File: src/rtl/resp_capture_misr.sv
// resp_capture_misr: captures the response beats of a test run into a 16-bit
// multiple-input signature register (MISR).
// Each run is started by a one-cycle start pulse and runs for num_vec beats.
// Optional feature: define RESP_PARITY_CHK_EN to add the resp_par input and
// the sticky par_err output, which flags even-parity errors on accepted beats.
module resp_capture_misr #(
  parameter logic [15:0] SEED = 16'hFFFF,
  parameter logic [15:0] POLY = 16'h1021
) (
  input  logic        clk,
  input  logic        rst,
  input  logic        start,
  input  logic [15:0] num_vec,
  input  logic        in_valid,
  output logic        in_ready,
  input  logic [7:0]  resp,
  output logic [15:0] sig,
  output logic        sig_valid,
  output logic        busy,
`ifdef RESP_PARITY_CHK_EN
  output logic [15:0] vec_count,
  input  logic        resp_par,
  output logic        par_err
`else
  output logic [15:0] vec_count
`endif
);

  typedef enum logic [1:0] {
    IDLE = 2'b00,
    RUN  = 2'b01,
    DONE = 2'b10
  } state_t;

  state_t      state;
  state_t      state_next;
  logic [15:0] num_lat;
  logic [15:0] misr_next;
  logic        xfer;
  logic        start_acc;
  logic        last_beat;

  // A start is honoured only from IDLE or DONE; a beat moves only in RUN.
  assign start_acc = start && ((state == IDLE) || (state == DONE));
  assign in_ready  = (state == RUN);
  assign xfer      = in_valid && in_ready;
  assign last_beat = (vec_count == (num_lat - 16'd1));
  assign busy      = (state == RUN);
  assign sig_valid = (state == DONE);

  // Next signature: shift left, fold back the taps when the MSB falls out,
  // then mix in the response byte at the bottom.
  assign misr_next = {sig[14:0], 1'b0} ^ (sig[15] ? POLY : 16'h0000) ^ {8'h00, resp};

  // State register.
  always_ff @(posedge clk) begin
    if (rst) state <= IDLE;
    else     state <= state_next;
  end

  // Next-state logic; the unused encoding falls back to IDLE.
  always_comb begin
    state_next = state;
    case (state)
      IDLE, DONE: begin
        if (start) state_next = (num_vec != 16'd0) ? RUN : DONE;
      end
      RUN: begin
        if (xfer && last_beat) state_next = DONE;
      end
      default: state_next = IDLE;
    endcase
  end

  // Signature, beat counter and run length: reset/start initialise, each
  // accepted beat advances; everything holds otherwise (bubbles, DONE).
  always_ff @(posedge clk) begin
    if (rst) begin
      sig       <= SEED;
      vec_count <= 16'd0;
      num_lat   <= 16'd0;
    end else if (start_acc) begin
      sig       <= SEED;
      vec_count <= 16'd0;
      num_lat   <= num_vec;
    end else if (xfer) begin
      sig       <= misr_next;
      vec_count <= vec_count + 16'd1;
    end
  end

`ifdef RESP_PARITY_CHK_EN
  // Sticky parity error: set on any accepted beat with bad even parity,
  // cleared by reset or by the start of a new run.
  always_ff @(posedge clk) begin
    if (rst)                            par_err <= 1'b0;
    else if (start_acc)                 par_err <= 1'b0;
    else if (xfer && ((^resp) != resp_par)) par_err <= 1'b1;
  end
`endif

endmodule

File: config.mk
export PLATFORM = sky130hd
export DESIGN_NAME = resp_capture_misr
export DESIGN_NICKNAME = d
export VERILOG_FILES = /design/src/rtl/resp_capture_misr.sv
export SDC_FILE = /design/constraint.sdc
export NUM_CORES = 1
export LEC_CHECK = 0
export ABC_AREA = 1
export ABC_CLOCK_PERIOD_IN_PS = 3400
export CAP_MARGIN = 40
export CORE_ASPECT_RATIO = 1.5
export CORE_MARGIN = 2
export CORE_UTILIZATION = 40
export CTS_CLUSTER_DIAMETER = 100
export DETAILED_ROUTE_END_ITERATION = 8
export PLACE_DENSITY = 0.66
export RECOVER_POWER = 100
export SLEW_MARGIN = 20
export SYNTH_ARGS = -nofsm -noshare
export SYNTH_HDL_FRONTEND = slang
export SYNTH_SLANG_ARGS = --single-unit
File: constraint.sdc
create_clock -name clk -period 3.4 [get_ports clk]
set_clock_uncertainty 0.1 [all_clocks]
set_input_delay 0.51 -clock clk [delete_from_list [all_inputs] [get_ports clk]]
set_output_delay 0.51 -clock clk [all_outputs]
set_load 0.05 [all_outputs]
==> results.rst <==
.. list-table::
   :header-rows: 1

   * - Metric
     - Value
   * - DRT Wirelength
     - 6.352 mm
   * - Critical path launch point type
     - input port
   * - Total global-route track usage
     - 0.1851
   * - EDFF count, synth
     - 0
   * - Detailed-route DRC error count
     - 0
   * - Detail-routed via count per cell
     - around 4.9
   * - Fraction of the yosys area taken by sequential cells
     - 0.3651
   * - Sequential standard cell area
     - 0.001001 mm²
   * - Skew-Pair Late Insertion Delay
     - about 300 ps
   * - Post-synthesis instance area
     - roughly 0.0027 mm²
   * - Outcome
     - complete, no violations
   * - Area growth from synthesis to layout
     - 26.88%
   * - TritonCTS clock tree
     - done
   * - Leakage power figure
     - 1.465 nW
   * - Detailed Place HPWL
     - 5.013 mm
   * - Total area of multi-input combinational cells
     - 0.001489 mm²
   * - Kind of critical path
     - in2reg
   * - Required time reported for the critical path endpoint
     - roughly 3500 ps
   * - Die span in y
     - 105.4 µm
   * - Clock buffer count from CTS
     - 5
   * - List of most frequent post-synthesis cells
     - 95 x sky130_fd_sc_hd__nand2_1, 53 x sky130_fd_sc_hd__nor2_1, 50 x sky130_fd_sc_hd__dfxtp_1
   * - Leftover overflow at the end of global routing
     - 0
   * - Vias after detailed routing
     - 2,599
   * - Max Cap Violations
     - 0
   * - Async S/R FF share, synth
     - 0
   * - First-pass iteration count of the detailed router
     - 4
   * - Area of all placed cells without fillers
     - approximately 0.0035 mm²
   * - Horizontal die dimension
     - 71.60 µm
   * - Cell seen most often among critical-path stages
     - sky130_fd_sc_hd__buf_4
   * - Peak supply drop
     - approximately 0.00026 V
   * - Pre-CTS setup slack
     - ~740 ps
   * - Placed inst area
     - 0.003372 mm²
   * - Post-route minimum period
     - 2478 ps
   * - Area of the core
     - 0.006759 mm²
   * - Clk Tree Root Cell
     - sky130_fd_sc_hd__clkbuf_8
   * - Synthesized instance count
     - slightly below 400
   * - Resize count post-CTS
     - 0
   * - Ant. Diodes
     - 0
   * - Leading cell types by total area after synthesis
     - sky130_fd_sc_hd__dfxtp_1 37%, sky130_fd_sc_hd__nand2_1 13%, sky130_fd_sc_hd__nor2_1 7.3%
   * - Per-cell routed wire length
     - 12.01 µm
   * - # setup viols final
     - 0
   * - Iteration-0 DRC Markers
     - 111
   * - Clock transition at path regs
     - 90 ps
   * - Layout filler cell count
     - 712
   * - Max H-tree Level
     - 2
   * - Final layout net count
     - 480
   * - Initial antenna violation count
     - 0
   * - Core Util, Final
     - 0.5146
   * - Cell breakdown of the critical path
     - dlygate4sd3_1 > nand2_1 > buf_4 > clkinv_1 > nor2_1 > buf_4 > inv_1 > a21oi_1 > o21ai_0
   * - Final RePlAce weighted congestion
     - 0.8945
   * - Synthesized net count
     - approximately 430
   * - Count of boundary I/O pins
     - 63
   * - Crit-path max FO
     - 27
   * - Number of distinct standard cells referenced by the synthesized netlist
     - 29
   * - Largest net degree at the start of global routing
     - 33
   * - Starting density of the core
     - 0.4056
   * - Slew of the pin with the lowest slew margin
     - 523.4 ps
   * - Number of synthesis warnings
     - 0
   * - Share of cells above drive strength 1
     - 0.05987
   * - Proportion of netlist area held by the largest area contributor
     - 0.3651
   * - Cell taking the most area after synthesis
     - sky130_fd_sc_hd__dfxtp_1
   * - Type of the tightest min-delay check
     - reg2reg
   * - Final setup slack of the worst path
     - 921.7 ps
   * - Global-route wire length before repair
     - 11.36 mm
   * - Power per standard cell area
     - 391.6 mW/mm²
   * - Number of global-route vias before repair
     - ~2,600
   * - Count leader, synth
     - sky130_fd_sc_hd__nand2_1
   * - Post-synthesis register bit count
     - 50
   * - Input/output buffers
     - 62
   * - Fmax
     - between 400 and 500 MHz
   * - ANT nets after route
     - 0
   * - Site Rows
     - 37
   * - Syn avg cell area
     - 6.905 µm²
   * - Die area
     - around 0.0075 mm²
   * - Biggest cell delay along the critical path
     - around 550 ps
   * - Kind of end point of the critical path
     - flop
   * - Sinks on the clock net
     - 50
   * - Final Max Slew Viols
     - 0
   * - Deepest clock path buffer count
     - 2
   * - Arrival time worst endpoint
     - approximately 2600 ps
   * - Ratio of final minimum period to clock period
     - 0.7289
   * - Number of endpoints with negative hold slack in the final report
     - 0
   * - Setup repair bufs after CTS
     - 0
   * - Hold bufs inserted after CTS
     - 0
   * - Setup TNS after final layout
     - 0 ps
   * - Main flop type after synthesis
     - sky130_fd_sc_hd__dfxtp_1
   * - Setup repair after global routing missed its margin
     - false
   * - Slew HR
     - 0.6499
   * - Slowest cell on the critical path
     - sky130_fd_sc_hd__dlygate4sd3_1
-- through the flow --
step / hold WS [ps] / power, mW / instances
CTS: 385.2 / 1.381 / 529
floorplan: 347.3 / 0.8795 / 397
global route: 420.6 / 1.446 / 529
global placement: 364.7 / 0.9696 / 521
detailed placement: 370.7 / 0.9746 / 521
finish: 383.0 / 1.362 / 529
-- worst max-delay path, delay by kind of cell --
kind / cells / cell delay, ps
simple gates: 2 / 220
compound gates: 2 / 250
buf+inv: 5 / 1550
-- final timing paths --
| check | endpoint | slack, ps | depth (start not counted) | startpoint |
|---|---|---|---|---|
| hold reg to reg | num_lat[1] | 380 | 2 | num_lat[1] |
| setup reg to reg | state[1] | 1210 | 14 | num_lat[0] |
| hold / removal | num_lat[1] | 380 | 2 | num_lat[1] |
| setup / recovery | sig[5] | 920 | 9 | start |
-- flip-flops by register name, summed over array words and instances, names as in the netlist --
register / count
state: 2
vec_count: 16
sig: 16
num_lat: 16
-- power breakdown --
part           switching [mW]  total (mW)  leakage, nW  internal, mW
clock network           0.192       0.409       0.0579         0.217
registers              0.0302       0.642        0.409         0.612
logic                   0.189       0.311        0.998         0.121
-- cell type report --
cell class	instances	area share
tap	78	0.02806
inverter	39	0.04209
timing repair buffer	64	0.1827
sequential	50	0.2878
clock inverter	3	0.01151
multi-input combinational	290	0.4281
clock buffer	5	0.01978
-- layer usage --
metal / wire length, µm / global-route usage
met3: 247 / 0.02964
met1: 2581 / 0.2088
met4: 199 / 0.08760
met5: 0 / 0
met2: 3324 / 0.3307
-- placed cells by master (no fill, tap or decap) --
master,count
sky130_fd_sc_hd__or2_0,1
sky130_fd_sc_hd__or2_2,1
sky130_fd_sc_hd__nand2_4,1
sky130_fd_sc_hd__nor3_4,1
sky130_fd_sc_hd__o22ai_1,1
sky130_fd_sc_hd__nand3_1,22
sky130_fd_sc_hd__inv_2,1
sky130_fd_sc_hd__nand3b_1,4
sky130_fd_sc_hd__nand3_2,1
sky130_fd_sc_hd__buf_4,2
sky130_fd_sc_hd__nor2_4,6
sky130_fd_sc_hd__dfxtp_1,50
sky130_fd_sc_hd__nand2_1,95
sky130_fd_sc_hd__nor2_2,2
sky130_fd_sc_hd__nor4_1,4
sky130_fd_sc_hd__xor2_1,8
sky130_fd_sc_hd__clkinv_1,1
sky130_fd_sc_hd__a21oi_1,23
sky130_fd_sc_hd__bufinv_16,1
sky130_fd_sc_hd__nand2_2,4
sky130_fd_sc_hd__clkbuf_8,5
sky130_fd_sc_hd__xnor2_1,18
sky130_fd_sc_hd__nor2_1,54
sky130_fd_sc_hd__clkdlybuf4s50_1,25
sky130_fd_sc_hd__o21ai_0,27
sky130_fd_sc_hd__clkinv_2,2
sky130_fd_sc_hd__ha_1,2
sky130_fd_sc_hd__dlygate4sd3_1,37
sky130_fd_sc_hd__o211ai_1,8
sky130_fd_sc_hd__nor3_1,3
sky130_fd_sc_hd__inv_1,37
sky130_fd_sc_hd__nand4_1,4
-- cells by family after synthesis --
kind of cell	synth area share
simple gates	0.3364
xor+xnor	0.08307
compound gates	0.1155
fa+ha+maj	0.009127
flops	0.3651
buf+inv	0.09082
Power figures use the tool's default switching activity.
